`config.mk`:
```
export PLATFORM = sky130hd
export DESIGN_NAME = sequence_generator_flat
export DESIGN_NICKNAME = d
export VERILOG_FILES = /design/src/rtl/sequence_generator_pkg.sv /design/src/rtl/sequence_generator_if.sv /design/src/rtl/sequence_generator_shift.sv /design/src/rtl/sequence_generator.sv /design/src/flat_wrapper.sv
export SDC_FILE = /design/constraint.sdc
export NUM_CORES = 1
export LEC_CHECK = 0
export CAP_MARGIN = 20
export CORE_ASPECT_RATIO = 2
export CORE_MARGIN = 2
export CORE_UTILIZATION = 30
export CTS_BUF_LIST = sky130_fd_sc_hd__clkbuf_16
export CTS_CLUSTER_DIAMETER = 120
export CTS_CLUSTER_SIZE = 12
export DETAILED_ROUTE_END_ITERATION = 7
export PLACE_DENSITY_LB_ADDON = 0.3
export SYNTH_ARGS = -nofsm -noshare
export SYNTH_HDL_FRONTEND = slang
export SYNTH_HIERARCHICAL = 1
export SYNTH_SLANG_ARGS = --single-unit
```
`constraint.sdc`:
```
create_clock -name clk -period 1.65 [get_ports clk]
set_input_delay 0.165 -clock clk [delete_from_list [all_inputs] [get_ports clk]]
set_output_delay 0.165 -clock clk [all_outputs]
set_load 0.05 [all_outputs]
```
`src/rtl/sequence_generator_pkg.sv`:
```
// rtl/sequence_generator_pkg.sv - shared state encoding and default pattern
package sequence_generator_pkg;

  typedef enum logic [1:0] {
    IDLE = 2'b00,
    SEND = 2'b01,
    GAP  = 2'b10
  } state_t;

  // Also the pattern the receive-side detector looks for.
  localparam logic [7:0] SEQ_PAT_DEFAULT = 8'b10110101;

endpackage

```
`src/rtl/sequence_generator_if.sv`:
```
// rtl/sequence_generator_if.sv - control and serial output bundle of the sequence generator
interface sequence_generator_if #(
  parameter int PAT_W = 8,
  parameter int CNT_W = 4,
  parameter int GAP_W = 4
) ();
  logic             start;
  logic             abort;
  logic [PAT_W-1:0] pattern;
  logic [CNT_W-1:0] reps;
  logic [GAP_W-1:0] gap;
  logic             x;
  logic             x_valid;
  logic             busy;
  logic             done;

  modport master (
    output start, abort, pattern, reps, gap,
    input  x, x_valid, busy, done
  );

  modport slave (
    input  start, abort, pattern, reps, gap,
    output x, x_valid, busy, done
  );
endinterface

```
`src/rtl/sequence_generator_shift.sv`:
```
// rtl/sequence_generator_shift.sv - loadable MSB-first shift register, zero-filling
module seq_shift_reg #(
  parameter int W = 8
) (
  input  logic         clk,
  input  logic         rst,
  input  logic         load,
  input  logic         shift,
  input  logic [W-1:0] din,
  output logic         msb
);
  logic [W-1:0] q;

  // Zero fill means the register drains to all-zero after the last bit,
  // so msb doubles as a registered x that is 0 whenever nothing is sent.
  always_ff @(posedge clk) begin
    if (rst) begin
      q <= '0;
    end else if (load) begin
      q <= din;
    end else if (shift) begin
      q <= {q[W-2:0], 1'b0};
    end
  end

  assign msb = q[W-1];
endmodule

```
`src/rtl/sequence_generator.sv`:
```
// rtl/sequence_generator.sv - repeating serial pattern transmitter with start/busy/done handshake
module sequence_generator
  import sequence_generator_pkg::*;
#(
  parameter int               PAT_W       = 8,
  parameter logic [PAT_W-1:0] PAT_DEFAULT = SEQ_PAT_DEFAULT,
  parameter int               CNT_W       = 4,
  parameter int               GAP_W       = 4
) (
  input logic                clk,
  input logic                rst,
  sequence_generator_if.slave bus
);
  localparam int IDX_W = (PAT_W > 1) ? $clog2(PAT_W) : 1;
  localparam logic [IDX_W-1:0] IDX_TOP = IDX_W'(PAT_W - 1);

  state_t           state, state_n;
  logic [IDX_W-1:0] idx, idx_n;
  logic [CNT_W-1:0] rep_cnt, rep_n;
  logic [GAP_W-1:0] gap_q, gap_cnt, gap_n;
  logic [PAT_W-1:0] pat_q, sr_din;
  logic             sr_load, sr_shift, latch, done_n;
  logic             x_valid_q, busy_q, done_q;
  logic             sr_msb;

  seq_shift_reg #(.W(PAT_W)) u_shift (
    .clk   (clk),
    .rst   (rst),
    .load  (sr_load),
    .shift (sr_shift),
    .din   (sr_din),
    .msb   (sr_msb)
  );

  always_ff @(posedge clk) begin
    if (rst) begin
      state     <= IDLE;
      idx       <= '0;
      rep_cnt   <= '0;
      gap_cnt   <= '0;
      gap_q     <= '0;
      pat_q     <= PAT_DEFAULT;
      x_valid_q <= 1'b0;
      busy_q    <= 1'b0;
      done_q    <= 1'b0;
    end else begin
      state     <= state_n;
      idx       <= idx_n;
      rep_cnt   <= rep_n;
      gap_cnt   <= gap_n;
      if (latch) begin
        pat_q <= bus.pattern;
        gap_q <= bus.gap;
      end
      x_valid_q <= (state_n == SEND);
      busy_q    <= (state_n != IDLE);
      done_q    <= done_n;
    end
  end

  always_comb begin
    state_n  = state;
    idx_n    = idx;
    rep_n    = rep_cnt;
    gap_n    = gap_cnt;
    sr_load  = 1'b0;
    sr_shift = 1'b0;
    sr_din   = pat_q;
    latch    = 1'b0;
    done_n   = 1'b0;
    unique case (state)
      IDLE: begin
        if (bus.start) begin
          if (bus.reps != '0) begin
            latch   = 1'b1;
            sr_load = 1'b1;
            sr_din  = bus.pattern;
            idx_n   = IDX_TOP;
            rep_n   = bus.reps;
            state_n = SEND;
          end else begin
            done_n = 1'b1;
          end
        end
      end
      SEND: begin
        if (bus.abort) begin
          sr_load = 1'b1;
          sr_din  = '0;
          state_n = IDLE;
        end else if (idx == '0) begin
          rep_n = rep_cnt - CNT_W'(1);
          if (rep_cnt == CNT_W'(1)) begin
            sr_shift = 1'b1;
            done_n   = 1'b1;
            state_n  = IDLE;
          end else if (gap_q == '0) begin
            // Back-to-back repetition: reload so the MSB follows bit 0 directly.
            sr_load = 1'b1;
            idx_n   = IDX_TOP;
          end else begin
            sr_shift = 1'b1;
            gap_n    = gap_q - GAP_W'(1);
            state_n  = GAP;
          end
        end else begin
          sr_shift = 1'b1;
          idx_n    = idx - IDX_W'(1);
        end
      end
      GAP: begin
        if (bus.abort) begin
          state_n = IDLE;
        end else if (gap_cnt == '0) begin
          sr_load = 1'b1;
          idx_n   = IDX_TOP;
          state_n = SEND;
        end else begin
          gap_n = gap_cnt - GAP_W'(1);
        end
      end
      default: state_n = IDLE;
    endcase
  end

  assign bus.x       = sr_msb;
  assign bus.x_valid = x_valid_q;
  assign bus.busy    = busy_q;
  assign bus.done    = done_q;
endmodule

```
`src/flat_wrapper.sv`:
```
// flat-port wrapper written by rule: the top's interface ports become plain ports
module sequence_generator_flat import sequence_generator_pkg::*;
#(
  parameter int               PAT_W       = 8,
  parameter logic [PAT_W-1:0] PAT_DEFAULT = SEQ_PAT_DEFAULT,
  parameter int               CNT_W       = 4,
  parameter int               GAP_W       = 4
)
  (clk, rst, bus_start, bus_abort, bus_pattern, bus_reps, bus_gap, bus_x, bus_x_valid, bus_busy, bus_done);
  sequence_generator_if #(.PAT_W(PAT_W), .CNT_W(CNT_W), .GAP_W(GAP_W)) bus_i ();
  input logic clk;
  input logic rst;
  input wire logic [$bits(bus_i.start)-1:0] bus_start;
  input wire logic [$bits(bus_i.abort)-1:0] bus_abort;
  input wire logic [$bits(bus_i.pattern)-1:0] bus_pattern;
  input wire logic [$bits(bus_i.reps)-1:0] bus_reps;
  input wire logic [$bits(bus_i.gap)-1:0] bus_gap;
  output wire logic [$bits(bus_i.x)-1:0] bus_x;
  output wire logic [$bits(bus_i.x_valid)-1:0] bus_x_valid;
  output wire logic [$bits(bus_i.busy)-1:0] bus_busy;
  output wire logic [$bits(bus_i.done)-1:0] bus_done;
  assign bus_i.start = bus_start;
  assign bus_i.abort = bus_abort;
  assign bus_i.pattern = bus_pattern;
  assign bus_i.reps = bus_reps;
  assign bus_i.gap = bus_gap;
  assign bus_x = bus_i.x;
  assign bus_x_valid = bus_i.x_valid;
  assign bus_busy = bus_i.busy;
  assign bus_done = bus_i.done;
  sequence_generator #(.PAT_W(PAT_W), .PAT_DEFAULT(PAT_DEFAULT), .CNT_W(CNT_W), .GAP_W(GAP_W)) u_core (.clk(clk), .rst(rst), .bus(bus_i));
endmodule
```
# Word level (Yosys, flattened, before mapping)
# Index checks and enable logic that the tools add are counted.
# word_totals
reg_bits	36
out_inout_bits	4
input_bits	20
# classes
addsub	4
n_mux	57
n_reduce_logical	13
eq_ne	15
# op_table
op	n
4-bit two-way mux	10
8-bit two-way mux	5
3-bit two-way mux	8
1-bit two-way mux	19
2-bit two-way mux	8
4-bit case mux with 2 select lines	2
8-bit case mux with 2 select lines	1
2-bit != test (second input constant)	6
4-bit by 1-bit subtractor with 4-bit output (second input constant)	3
3-bit case mux with 3 select lines	1
4-bit logical NOT	2
8-bit AND reduction	1
2-bit nonzero test	4
7-bit AND reduction	1
2-bit by 1-bit != test with 1-bit output (second input constant)	3
3-bit != test (second input constant)	2
2-bit case mux with 3 select lines	1
5-bit AND reduction	1
2-bit by 1-bit equality test with 1-bit output (second input constant)	2
4-bit by 1-bit equality test with 1-bit output (second input constant)	1
4-bit nonzero test	1
3-bit logical NOT	1
1-bit case mux with 3 select lines	1
3-bit nonzero test	1
4 further kinds	4

# Logic depth before layout (Yosys ltp)
# Gate-level depths: netlist (run 1).
# depth
word_depth	8
ltp_mapped	8
depth_no_buf	8

# Modules after synthesis
# Netlist (run 1), hierarchy kept.
# by_module_without_submodules
module	cells_per_inst	seq_area_each_um2	n_inst	area_per_inst_um2
sequence_generator	184	560.5	1	1569.0
seq_shift_reg	35	160.2	1	369.1

# Worst setup path after synthesis (run 1)
# Ideal clock, no wire load.
# synth_timing
path_type	reg-to-reg
startpoint	register u_core.rep_cnt[1]
endpoint	register u_core.u_shift.q[0]
n_path_buf	0
t_required_ns	1.580
arrival_time_ns	1.717
stages_incl_launch_ff	9
path_slack_ns	-0.137
path_cell_list	dfxtp_1 -> inv_1 -> ha_1 -> nor3b_1 -> nor3_1 -> o21ai_0 -> nand2_1 -> or3b_1 -> a21oi_1
# synth_via
elab_chain_len	6
# synth_lines
element	line	text
start, declared	sequence_generator.sv:19	logic [CNT_W-1:0] rep_cnt, rep_n;
start signal, assigned	sequence_generator.sv:49	rep_cnt <= rep_n;
4-bit by 1-bit equality test with 1-bit output *	sequence_generator.sv:93	if (rep_cnt == CNT_W'(1)) begin
1-bit two-way mux *	sequence_generator.sv:93	
1-bit two-way mux *	sequence_generator.sv:91	end else if (idx == '0) begin
1-bit two-way mux *	sequence_generator.sv:87	if (bus.abort) begin
1-bit case mux with 3 select lines *	sequence_generator.sv:71	unique case (state)
via u_core.sr_load	sequence_generator.sv:22	logic sr_load, sr_shift, latch, done_n;
8-bit two-way mux or 2-bit nonzero test (tied branches)	-	
end signal, assigned	sequence_generator_shift.sv:20	q <= din;
end signal, assigned	sequence_generator_shift.sv:22	q <= {q[W-2:0], 1'b0};
end, declared	sequence_generator_shift.sv:12	logic [W-1:0] q;
# Mark *: on every way through the listed nets, which the timed path passes. The rest lies on a longest branch.
# A chain may end at the register's enable or synchronous reset.

# Worst setup path in the final report (run 1)
# layout_timing
startpoint	register u_core.gap_cnt[0]
endpoint	register u_core.u_shift.q[3]
# layout_via
elab_chain_len	5
# layout_lines
element	line	text
start, declared	sequence_generator.sv:20	logic [GAP_W-1:0] gap_q, gap_cnt, gap_n;
start signal, assigned	sequence_generator.sv:50	gap_cnt <= gap_n;
4-bit logical NOT *	sequence_generator.sv:114	end else if (gap_cnt == '0) begin
1-bit two-way mux *	sequence_generator.sv:114	
1-bit two-way mux *	sequence_generator.sv:112	if (bus.abort) begin
1-bit case mux with 3 select lines *	sequence_generator.sv:71	
via u_core.sr_load	sequence_generator.sv:22	
8-bit two-way mux or 2-bit nonzero test (tied branches)	-	
# Marked as above.

==> results.yml, run 1 <==
timing:
  slew_headroom_pct: 68.81
  unrepaired_setup_endpoints_after_global_routing: "true"
  final_critical_path_setup_slack_ns: -0.1757
  finish_stage_setup_viols: 17
  fin_skew_ns: 0.005256
  finalWorstPathRequiredPeriod_ns: 1.826
  max_slew.worst_pin.slew_ns: 0.4619
  count_of_pins_over_their_slew_limit: 0
  final.setup.tns_ns: -1.687
  timing.final.crit_share_pct: 110.7
  finalHoldViolCount: 0
  hold_ws_ns: 0.4313
  maxClockFrequency_mhz: 547.7
clocking:
  numClockSinks: 36
  cts.reportedPaths.clkPinSlew_ns: 0.06
  tritoncts: "built"
  post_cts_hold_buffer_count: 0
  cts_max_level: 2
  tritoncts.num_buffers: 5
  clock_latency_ns: 0.29
  clock_tree.buffer_depth: 2
  root_driver: "sky130_fd_sc_hd__clkbuf_16"
drt:
  routed_via_density: 5.013
  drc: 0
  detail_route.iter0.violations: 116
  vias: 1955
  routed_wl_um: 6131
  number_of_iterations_in_the_first_detailed_routing_pass: 4
  ant_nets: 0
  route.detailed.wl_per_inst_um: 15.72
critical_path:
  critPathMaxStageDelay_ns: 0.56
  timing.critical_path.buf_inv: 2
  crit_slowest_cell: "sky130_fd_sc_hd__or4_4"
  timing.critical_path.cells: "or4_4 > nor3_4 > nor2_1 > nand2_1 > buf_6 > clkinvlp_4 > a211oi_1"
  cp_data_required_time_ns: 1.85
  crit_family: "simple AND/OR/NAND/NOR gates"
  critical_path_class: "register to register"
  worst_ep_arrival_time_ns: 2.03
  setup.worst_path.end_class: "register"
  path_max_fanout: 7
  startpoint_type: "register"
placed_design:
  place.port_buffers: 23
  place_hpwl_um: 4542
  routabilityCongestion: 0.7886
finish:
  num-nets-final: 328
  total_area_of_multi_input_combinational_cells_um2: 1354
  post_route_cells_drive_above_1_share_pct: 44.08
  area.growth.synth_to_final_pct: 63.07
  insertedDiodeCount: 0
  seq_area_um2: 732.0
  final_core_utilization_pct: 50.50
  nFillCells: 584
die:
  vertical_die_dimension_um: 117.7
  placement_rows: 41
  floorplan.die_area_um2: 7158
  initial_core_util_pct: 30.97
  die_width_um: 60.84
  pin_count: 24
  placeableCoreArea_um2: 6259
synthesis:
  total_of_flip_flops_plus_latches_after_synthesis: 36
  synthMostInstantiatedCell: "sky130_fd_sc_hd__dfxtp_1"
  netlist_top_cells_area: "sky130_fd_sc_hd__dfxtp_1, sky130_fd_sc_hd__nand2_1, sky130_fd_sc_hd__mux2i_1"
  syn_nets: 244
  syn-cell-area_um2: 1938
  synth.top_cells.by_count: "sky130_fd_sc_hd__dfxtp_1, sky130_fd_sc_hd__nand2_1, sky130_fd_sc_hd__a21oi_1"
  ys_types: 53
  synth_enable_flop_cells: 0
  synth-async-reset-ratio_pct: 0
  synth_area_leader_cell: "sky130_fd_sc_hd__dfxtp_1"
  syn-mean-instance-area_um2: 8.850
  synth.yosys.seq_area_share_pct: 37.19
  synth_flop_cell: "sky130_fd_sc_hd__dfxtp_1"
  synthesis.yosys.warnings: 6
  share_of_the_synthesized_area_in_the_top_cell_type_pct: 37.19
  postSynthCellCount: 219
power:
  combPwrFrac_pct: 30.6
  cellPowerDensity_nw_per_um2: 944.4
  intPower_mw: 2.126
  power_leakage_nw: 1.290
  irDropWorstVdd_uv: 435.9
  power_frac_seq_pct: 33.7
  switching_power_uw: 858.8
  clock_power_share_pct: 35.7
  switching_part_of_the_total_power_pct: 28.77
global_routing:
  globalRouteMet3Util_pct: 3.077
  groute.usage.overall_pct: 17.93
  use_met2_pct: 35.28
  maximum_number_of_pins_on_one_net_before_global_route_repair: 21
  global_route_wire_length_before_repair_um: 9535
  grt_antenna_before_repair: 0
  grt-busiest-layer: "met2"
  global_route.usage.met1_pct: 15.49
  number_of_global_route_vias_before_repair: 2038
  overflow: 0
status:
  violations: "setup timing"
  outcome: "complete, but fails checks"
hold_path:
  worstHoldPathType: "input port to register"
flow_run:
  cap_viol_max_count: 0
## per-stage QoR
stage	power, mW	std cells	setup slack, ns	instance area [µm²]
finish	2.985	390	-0.1757	3161
global route	3.123	390	-0.2486	3161
CTS	2.934	388	-0.1660	3020
detailed placement	1.753	373	-0.2614	2664
global placement	1.748	373	-0.2660	2664
floorplan	1.410	219	-0.1080	1966
## final timing paths
kind | start | to | slack (ns) | cells after the start
max | u_core/gap_cnt[0]$_SDFFE_PP0P_ | u_core/u_shift/q[3]$_SDFFE_PP0P_ | -0.18 | 7
min | bus_gap[3] | u_core/gap_q[3]$_SDFFE_PP0P_ | 0.43 | 3
max reg2reg | u_core/gap_cnt[0]$_SDFFE_PP0P_ | u_core/u_shift/q[3]$_SDFFE_PP0P_ | -0.18 | 7
min reg2reg | u_core/pat_q[3]$_SDFFE_PP0P_ | u_core/pat_q[3]$_SDFFE_PP0P_ | 0.46 | 2
## registers in the layout (all words and copies together), names as in the netlist
name                flops
u_core/u_shift/q        8
u_core/rep_cnt          4
u_core/pat_q            8
u_core/bus.busy         1
u_core/bus.x_valid      1
u_core/bus.done         1
u_core/gap_q            4
u_core/idx              3
u_core/gap_cnt          4
u_core/state            2
## layout by cell type, fill, tap and decap left out, drive strengths merged, types with 2 or more instances in the layout
| cell | synthesis | routed |
|---|---|---|
| buf | 4 | 71 |
| dfxtp | 36 | 36 |
| nand2 | 33 | 33 |
| a21oi | 20 | 20 |
| clkdlybuf4s50 | 0 | 19 |
| nor2 | 12 | 12 |
| mux2i | 11 | 11 |
| nor2b | 11 | 11 |
| a211oi | 9 | 9 |
| a22o | 8 | 8 |
| inv | 8 | 8 |
| nor3 | 6 | 6 |
| clkbuf | 8 | 5 |
| ha | 5 | 5 |
| nand2b | 4 | 4 |
| nor3b | 3 | 3 |
| a311oi | 3 | 3 |
| a41o | 3 | 3 |
| o21ai | 3 | 3 |
| or4 | 2 | 2 |
| or3 | 2 | 2 |
| a211o | 2 | 2 |
| o31ai | 2 | 2 |
| or3b | 2 | 2 |
| nand4 | 2 | 2 |
| o41ai | 2 | 2 |
| o311ai | 2 | 2 |
## power by group through the flow
stage          Sequential [mW]  Clock [mW]  Combinational [mW]
4_1_cts                   1.00        1.09               0.843
5_1_grt                   1.02        1.12               0.984
3_5_place_dp              1.02           0               0.736
3_3_place_gp              1.02           0               0.731
2_1_floorplan             1.04           0               0.371
6_report                  1.01        1.06               0.914
## what timing repair did
item,CTS,global route
setup endpoints to repair,22,26
resized for setup,35,28
buffers inserted,7,5
pin swaps,17,9
hold endpoints to repair,0,0
gates cloned,0,0
## worst reg2reg max path: stages (launching register included)
cell	delay [ns]
sky130_fd_sc_hd__dfxtp_2	0.31
sky130_fd_sc_hd__or4_4	0.56
sky130_fd_sc_hd__nor3_4	0.18
sky130_fd_sc_hd__nor2_1	0.09
sky130_fd_sc_hd__nand2_1	0.10
sky130_fd_sc_hd__buf_6	0.12
sky130_fd_sc_hd__clkinvlp_4	0.15
sky130_fd_sc_hd__a211oi_1	0.23
## area by class of cell
| class | count | area share, % |
|---|---|---|
| Multi-Input combinational cell | 162 | 42.83 |
| Clock buffer | 5 | 3.959 |
| Inverter | 8 | 1.069 |
| Tap cell | 86 | 3.405 |
| Timing Repair Buffer | 90 | 24.35 |
| Sequential cell | 36 | 23.16 |
| Clock inverter | 3 | 1.227 |
## routing by layer
layer | share of wire (%) | vias to the layer above
met1 | 33 | 919
met5 | 0 | -
met4 | 4.5 | 0
met3 | 2.4 | 20
li1 | - | 974
met2 | 60 | 42
## kinds of logic (layout without fill, tap and decap cells)
| group | after synthesis | in the layout | synth area share (%) |
|---|---|---|---|
| flops | 36 | 36 | 37.19 |
| fa+ha+maj | 5 | 5 | 3.228 |
| compound gates | 64 | 64 | 25.76 |
| buf+inv | 21 | 106 | 5.487 |
| mux | 11 | 11 | 5.681 |
| simple gates | 82 | 82 | 22.66 |
Power figures use the tool's default switching activity.
==> inputs of run 2 (changes only) <==
Settings changed: CORE_MARGIN 2 to default, MAX_ROUTING_LAYER from default to met4.
Clock period 1.65 ns to 1.95 ns, I/O delays scaled along.
==> run 2 against run 1 <==
The run now ends clean; worst hold slack better by 0.032 ns; clock-buffer cell count unchanged; register-to-register slack gained 0.27 ns; critical path depth is the same; routed wire length fell by 18%; flip-flop and latch count unchanged; clock skew shrank 0.0018 ns; sequential power shrank 16%.
==> results.yml, run 2 (synthesis gave the netlist of run 1 again) <==
status:
  outcome: "finished clean"
power:
  switching_power_uw: 621.3
  switching_part_of_the_total_power_pct: 28.87
  post-layout-total-power_mw: 2.152
  combPwrFrac_pct: 25.1
  cellPowerDensity_nw_per_um2: 834.4
  clock_power_share_pct: 35.4
  intPower_mw: 1.530
  power_frac_seq_pct: 39.4
  irDropWorstVdd_uv: 370.7
  power_leakage_nw: 1.047
drt:
  drc: 0
  routed_via_density: 5.071
  detail_route.iter0.violations: 40
  ant_nets: 0
  routed_wl_um: 5058
  vias: 1790
  number_of_iterations_in_the_first_detailed_routing_pass: 4
  route.detailed.wl_per_inst_um: 14.33
placed_design:
  place.port_buffers: 23
  place_hpwl_um: 3935
  routabilityCongestion: 0.8853
  dpl-instance-area_um2: 2417
  dp_worst_setup_slack_ns: -0.03192
timing:
  unrepaired_setup_endpoints_after_global_routing: "true"
  fin_skew_ns: 0.003427
  slew_headroom_pct: 66.12
  final_critical_path_setup_slack_ns: 0.09199
  finalWorstPathRequiredPeriod_ns: 1.858
  count_of_pins_over_their_slew_limit: 0
  max_slew.worst_pin.slew_ns: 0.5066
  final.setup.tns_ns: 0
  finalHoldViolCount: 0
  finish_stage_setup_viols: 0
  timing.final.crit_share_pct: 95.28
  maxClockFrequency_mhz: 538.2
critical_path:
  critPathMaxStageDelay_ns: 0.35
  worst_ep_arrival_time_ns: 2.03
  critical_path_class: "register to register"
  timing.critical_path.cells: "inv_1 > ha_1 > or2b_1 > buf_4 > a21oi_2 > a311oi_2 > a41o_1"
  reg2regPathDepth: 7
  path_max_fanout: 7
  worst_r2r_startpoint: "u_core/idx[0]$_SDFFE_PP0P_"
  crit_family: "compound AO/OA/AOI/OAI gates"
  r2r_slack_ns: 0.09
  crit_slowest_cell: "sky130_fd_sc_hd__a21oi_2"
  cp_data_required_time_ns: 2.12
  setup.worst_path.end_class: "register"
  r2r_end: "u_core/gap_cnt[3]$_SDFFE_PP0P_"
  startpoint_type: "register"
  timing.critical_path.buf_inv: 2
global_routing:
  use_met2_pct: 31.44
  number_of_global_route_vias_before_repair: 1851
  globalRouteMet3Util_pct: 2.232
  global_route_wire_length_before_repair_um: 8314
  overflow: 0
  global_route.usage.met1_pct: 15.12
  grt-busiest-layer: "met2"
  grt_antenna_before_repair: 0
  maximum_number_of_pins_on_one_net_before_global_route_repair: 22
  groute.usage.overall_pct: 16.95
clocking:
  post_cts_hold_buffer_count: 0
  clock_tree.buffer_depth: 2
  cts.reportedPaths.clkPinSlew_ns: 0.06
  root_driver: "sky130_fd_sc_hd__clkbuf_16"
  tritoncts: "built"
  cts_max_level: 2
  tritoncts.num_buffers: 5
  clock_latency_ns: 0.28
  numClockSinks: 36
finish:
  post_route_cells_drive_above_1_share_pct: 20.60
  final_core_utilization_pct: 41.20
  layout_commonest_cell: "sky130_fd_sc_hd__dfxtp_1"
  area.growth.synth_to_final_pct: 33.05
  insertedDiodeCount: 0
  postLayoutCellArea_um2: 2579
  biggestRegsByFlops: "u_core/pat_q x8, u_core/u_shift/q x8"
  num-nets-final: 291
  top_library_cells_by_usage_in_the_layout_fill_and_taps_aside: "sky130_fd_sc_hd__dfxtp_1, sky130_fd_sc_hd__nand2_1, sky130_fd_sc_hd__buf_4"
  nFillCells: 665
die:
  placement_rows: 41
  placeableCoreArea_um2: 6259
  die_width_um: 58.84
  vertical_die_dimension_um: 115.7
  initial_core_util_pct: 30.97
  pin_count: 24
  floorplan.die_area_um2: 6805
hold_path:
  worstHoldPathType: "register to register"
  holdPathEnd: "u_core/pat_q[3]$_SDFFE_PP0P_"
  worstHoldStart: "u_core/pat_q[3]$_SDFFE_PP0P_"
  min_delay_path_depth: 2
flow_run:
  cap_viol_max_count: 0
[run 2: cell count changes in the layout (fill, tap and decap cells not counted), moves of 3 or more]
cell | before | now
sky130_fd_sc_hd__buf_6 | 9 | 0
sky130_fd_sc_hd__inv_2 | 4 | 0
sky130_fd_sc_hd__a21oi_2 | 6 | 1
sky130_fd_sc_hd__nor2b_1 | 8 | 11
sky130_fd_sc_hd__dfxtp_1 | 29 | 36
sky130_fd_sc_hd__a21oi_1 | 14 | 19
sky130_fd_sc_hd__dfxtp_2 | 6 | 0
sky130_fd_sc_hd__clkdlybuf4s50_1 | 19 | 23
sky130_fd_sc_hd__nor3_4 | 3 | 0
sky130_fd_sc_hd__inv_1 | 4 | 8
sky130_fd_sc_hd__ha_1 | 2 | 5
sky130_fd_sc_hd__buf_4 | 61 | 30
[run 2: routing by layer]
layer / share of wire (%) / vias up
li1: - / 898
met1: 35 / 846
met2: 58 / 31
met3: 2.3 / 15
met4: 4.6 / 0
met5: 0 / -
[run 2: worst max-delay path by stage]
stage / from / end / slack [ns] / cells after the start
floorplan: bus_reps[0] / u_core/u_shift/q[0]$_SDFFE_PP0P_ / 0.15 / 7
global placement: bus_reps[0] / u_core/u_shift/q[0]$_SDFFE_PP0P_ / -0.05 / 8
detailed placement: bus_reps[0] / u_core/u_shift/q[1]$_SDFFE_PP0P_ / -0.03 / 9
CTS: u_core/idx[0]$_SDFFE_PP0P_ / u_core/u_shift/q[6]$_SDFFE_PP0P_ / 0.02 / 8
global route: u_core/rep_cnt[1]$_SDFFE_PP0P_ / u_core/u_shift/q[6]$_SDFFE_PP0P_ / -0.02 / 8
finish: u_core/idx[0]$_SDFFE_PP0P_ / u_core/gap_cnt[3]$_SDFFE_PP0P_ / 0.09 / 7
[run 2: what timing repair did]
item,in CTS,in global routing
setup endpoints to repair,0,8
gates resized for setup,0,3
setup buffers,0,1
[run 2: area by class of cell]
| class | instances | area, µm² | share of cell area, % |
|---|---|---|---|
| multi-input cells | 162 | 1126 | 43.67 |
| flip-flops and latches | 36 | 720.7 | 27.95 |
| repair buffers | 53 | 455.4 | 17.66 |
| clock buffers | 5 | 125.1 | 4.852 |
| well taps | 86 | 107.6 | 4.173 |
| inverters | 8 | 30.03 | 1.164 |
| clock inverters | 3 | 13.76 | 0.5337 |
[run 2: per-stage QoR]
stage | instances | hold WS [ns]
after floorplan | 219 | 0.2940
after global placement | 344 | 0.4414
after detailed placement | 344 | 0.4539
after CTS | 352 | 0.4618
after global routing | 353 | 0.4789
final | 353 | 0.4638
[run 2: worst min-delay path: stages (launching register included)]
cell and delay [ns]:
sky130_fd_sc_hd__dfxtp_1 0.31, sky130_fd_sc_hd__nand2_1 0.05, sky130_fd_sc_hd__a21oi_1 0.05
[run 2: power groups by stage]
stage | sequential (mW) | combinational [mW] | clock (mW)
final | 0.848 | 0.541 | 0.763
after global routing | 0.855 | 0.597 | 0.805
after CTS | 0.847 | 0.533 | 0.787
after detailed placement | 0.863 | 0.530 | 0
after global placement | 0.862 | 0.524 | 0
after floorplan | 0.878 | 0.308 | 0
==> inputs of run 3 (changes only) <==
==> constraint.sdc (replaced) <==
create_clock -name clk -period 1.95 [get_ports clk]
set_input_delay 0.2925 -clock clk [delete_from_list [all_inputs] [get_ports clk]]
set_output_delay 0.2925 -clock clk [all_outputs]
set_load 0.05 [all_outputs]
==> run 3 against run 2 <==
First-iteration DRC count increased by 83%; register-to-register slack better by 0.02 ns; via count rose by 5.0%; clock power increased by 1%; largest power group unchanged.
==> results.yml, run 3 (synthesis gave the netlist of run 1 again) <==
global_routing:
  overflow: 0
  groute.usage.overall_pct: 17.59
  maximum_number_of_pins_on_one_net_before_global_route_repair: 31
  grt_antenna_before_repair: 0
  number_of_global_route_vias_before_repair: 1853
  global_route_wire_length_before_repair_um: 8611
power:
  combPwrFrac_pct: 27.0
  power_leakage_nw: 1.117
  power_frac_seq_pct: 38.3
  post-layout-total-power_mw: 2.223
  intPower_mw: 1.571
  cellPowerDensity_nw_per_um2: 814.8
  irDropWorstVdd_uv: 333.7
  switching_part_of_the_total_power_pct: 29.32
  switching_power_uw: 651.6
  clock_power_share_pct: 34.7
timing:
  fin_skew_ns: 0.002814
  finalHoldViolCount: 0
  hold_ws_ns: 0.4234
  unrepaired_setup_endpoints_after_global_routing: "true"
  finish_stage_setup_viols: 0
  maxClockFrequency_mhz: 537.2
  timing.final.crit_share_pct: 95.46
  count_of_pins_over_their_slew_limit: 0
  final_critical_path_setup_slack_ns: 0.08846
  finalWorstPathRequiredPeriod_ns: 1.862
  slew_headroom_pct: 67.31
  max_slew.worst_pin.slew_ns: 0.4888
drt:
  vias: 1880
  route.detailed.wl_per_inst_um: 14.53
  detail_route.iter0.violations: 73
  number_of_iterations_in_the_first_detailed_routing_pass: 4
  routed_wl_um: 5288
  drc: 0
  ant_nets: 0
  routed_via_density: 5.165
finish:
  total_area_of_multi_input_combinational_cells_um2: 1170
  biggestRegsByFlops: "u_core/pat_q x8, u_core/u_shift/q x8"
  top_library_cells_by_usage_in_the_layout_fill_and_taps_aside: "sky130_fd_sc_hd__buf_4, sky130_fd_sc_hd__dfxtp_1, sky130_fd_sc_hd__nand2_1"
  seq_area_um2: 720.7
  nFillCells: 653
  layout_commonest_cell: "sky130_fd_sc_hd__buf_4"
  num-nets-final: 302
  post_route_cells_drive_above_1_share_pct: 26.98
  final_core_utilization_pct: 43.58
  insertedDiodeCount: 0
  area.growth.synth_to_final_pct: 40.74
placed_design:
  routabilityCongestion: 0.9399
  place.port_buffers: 23
  place_hpwl_um: 3983
  dp_worst_setup_slack_ns: -0.09774
flow_run:
  cap_viol_max_count: 0
critical_path:
  cp_data_required_time_ns: 2.17
  timing.critical_path.cells: "clkdlybuf4s50_1 > nor4_2 > buf_4 > nor3_2 > nor2_1 > nand2_1 > buf_4 > or3b_4 > a21oi_2"
  timing.critical_path.buf_inv: 3
  startpoint_type: "input port"
  crit_slowest_cell: "sky130_fd_sc_hd__clkdlybuf4s50_1"
  critical-path-top-cell-by-count: "sky130_fd_sc_hd__buf_4"
  path_max_fanout: 5
  worst_ep_arrival_time_ns: 2.08
  crit_family: "simple AND/OR/NAND/NOR gates"
  critPathMaxStageDelay_ns: 0.43
  setup.worst_path.end_class: "register"
  critical_path_class: "input port to register"
clocking:
  clock_tree.buffer_depth: 2
  root_driver: "sky130_fd_sc_hd__clkbuf_16"
  tritoncts.num_buffers: 5
  numClockSinks: 36
  clock_latency_ns: 0.28
  post_cts_hold_buffer_count: 0
  cts_max_level: 2
  cts.reportedPaths.clkPinSlew_ns: 0.06
  tritoncts: "built"
die:
  pin_count: 24
  vertical_die_dimension_um: 115.7
  die_width_um: 58.84
  placeableCoreArea_um2: 6259
  initial_core_util_pct: 30.97
  placement_rows: 41
  floorplan.die_area_um2: 6805
status:
  outcome: "finished clean"
hold_path:
  worstHoldPathType: "input port to register"
run 3: layer usage:
metal  share of wire [%]  track usage, %  up-vias  wire length (µm)
li1                    -               -      922                 -
met1                  36           15.43      909              1929
met2                  57           32.95       40              3031
met3                 2.8           2.902        9               149
met4                 3.3           11.27        0               177
met5                   0               -        -                 0
run 3: area by class of cell:
class | count | share of cell area (%)
Tap cell | 86 | 3.945
Clock buffer | 5 | 4.587
Multi-Input combinational cell | 162 | 42.89
Timing Repair Buffer | 64 | 20.41
Clock inverter | 3 | 0.5046
Sequential cell | 36 | 26.42
Inverter | 8 | 1.239
run 3: power by group through the flow:
stage          clock [mW]  combinational, mW  sequential, mW
2_1_floorplan           0              0.308           0.878
3_3_place_gp            0              0.553           0.860
3_5_place_dp            0              0.555           0.862
4_1_cts             0.792              0.558           0.847
5_1_grt             0.828              0.657           0.857
6_report            0.772              0.601           0.850
run 3: stage by stage:
stage	TNS, ns	instance area (µm²)	cells
after floorplan	0	1938	219
after CTS	0	2629	360
final	0	2728	364
after global routing	-0.07617	2728	364
after detailed placement	-1.066	2490	352
after global placement	-0.6466	2490	352
run 3: path summary, 6_finish.rpt:
kind,startpoint,endpoint,slack (ns),cells after the start
hold reg to reg,u_core/pat_q[3]$_SDFFE_PP0P_,u_core/pat_q[3]$_SDFFE_PP0P_,0.45,2
setup reg to reg,u_core/gap_cnt[0]$_SDFFE_PP0P_,u_core/u_shift/q[2]$_SDFFE_PP0P_,0.11,7
setup / recovery,bus_reps[1],u_core/u_shift/q[0]$_SDFFE_PP0P_,0.09,9
hold / removal,bus_reps[2],u_core/rep_cnt[2]$_SDFFE_PP0P_,0.42,3
run 3: worst register-to-register path, stage by stage (launching register included):
cell	delay, ns
sky130_fd_sc_hd__dfxtp_1	0.33
sky130_fd_sc_hd__or4_4	0.57
sky130_fd_sc_hd__nor3_4	0.17
sky130_fd_sc_hd__nor2_1	0.06
sky130_fd_sc_hd__nand2_1	0.10
sky130_fd_sc_hd__buf_6	0.13
sky130_fd_sc_hd__clkinvlp_4	0.16
sky130_fd_sc_hd__a211oi_1	0.24
run 3: what timing repair did:
item	4_1_cts	5_1_grt
resized for setup	0	18
setup endpoints to repair	0	8
hold endpoints to repair	0	0
setup buffers	0	4
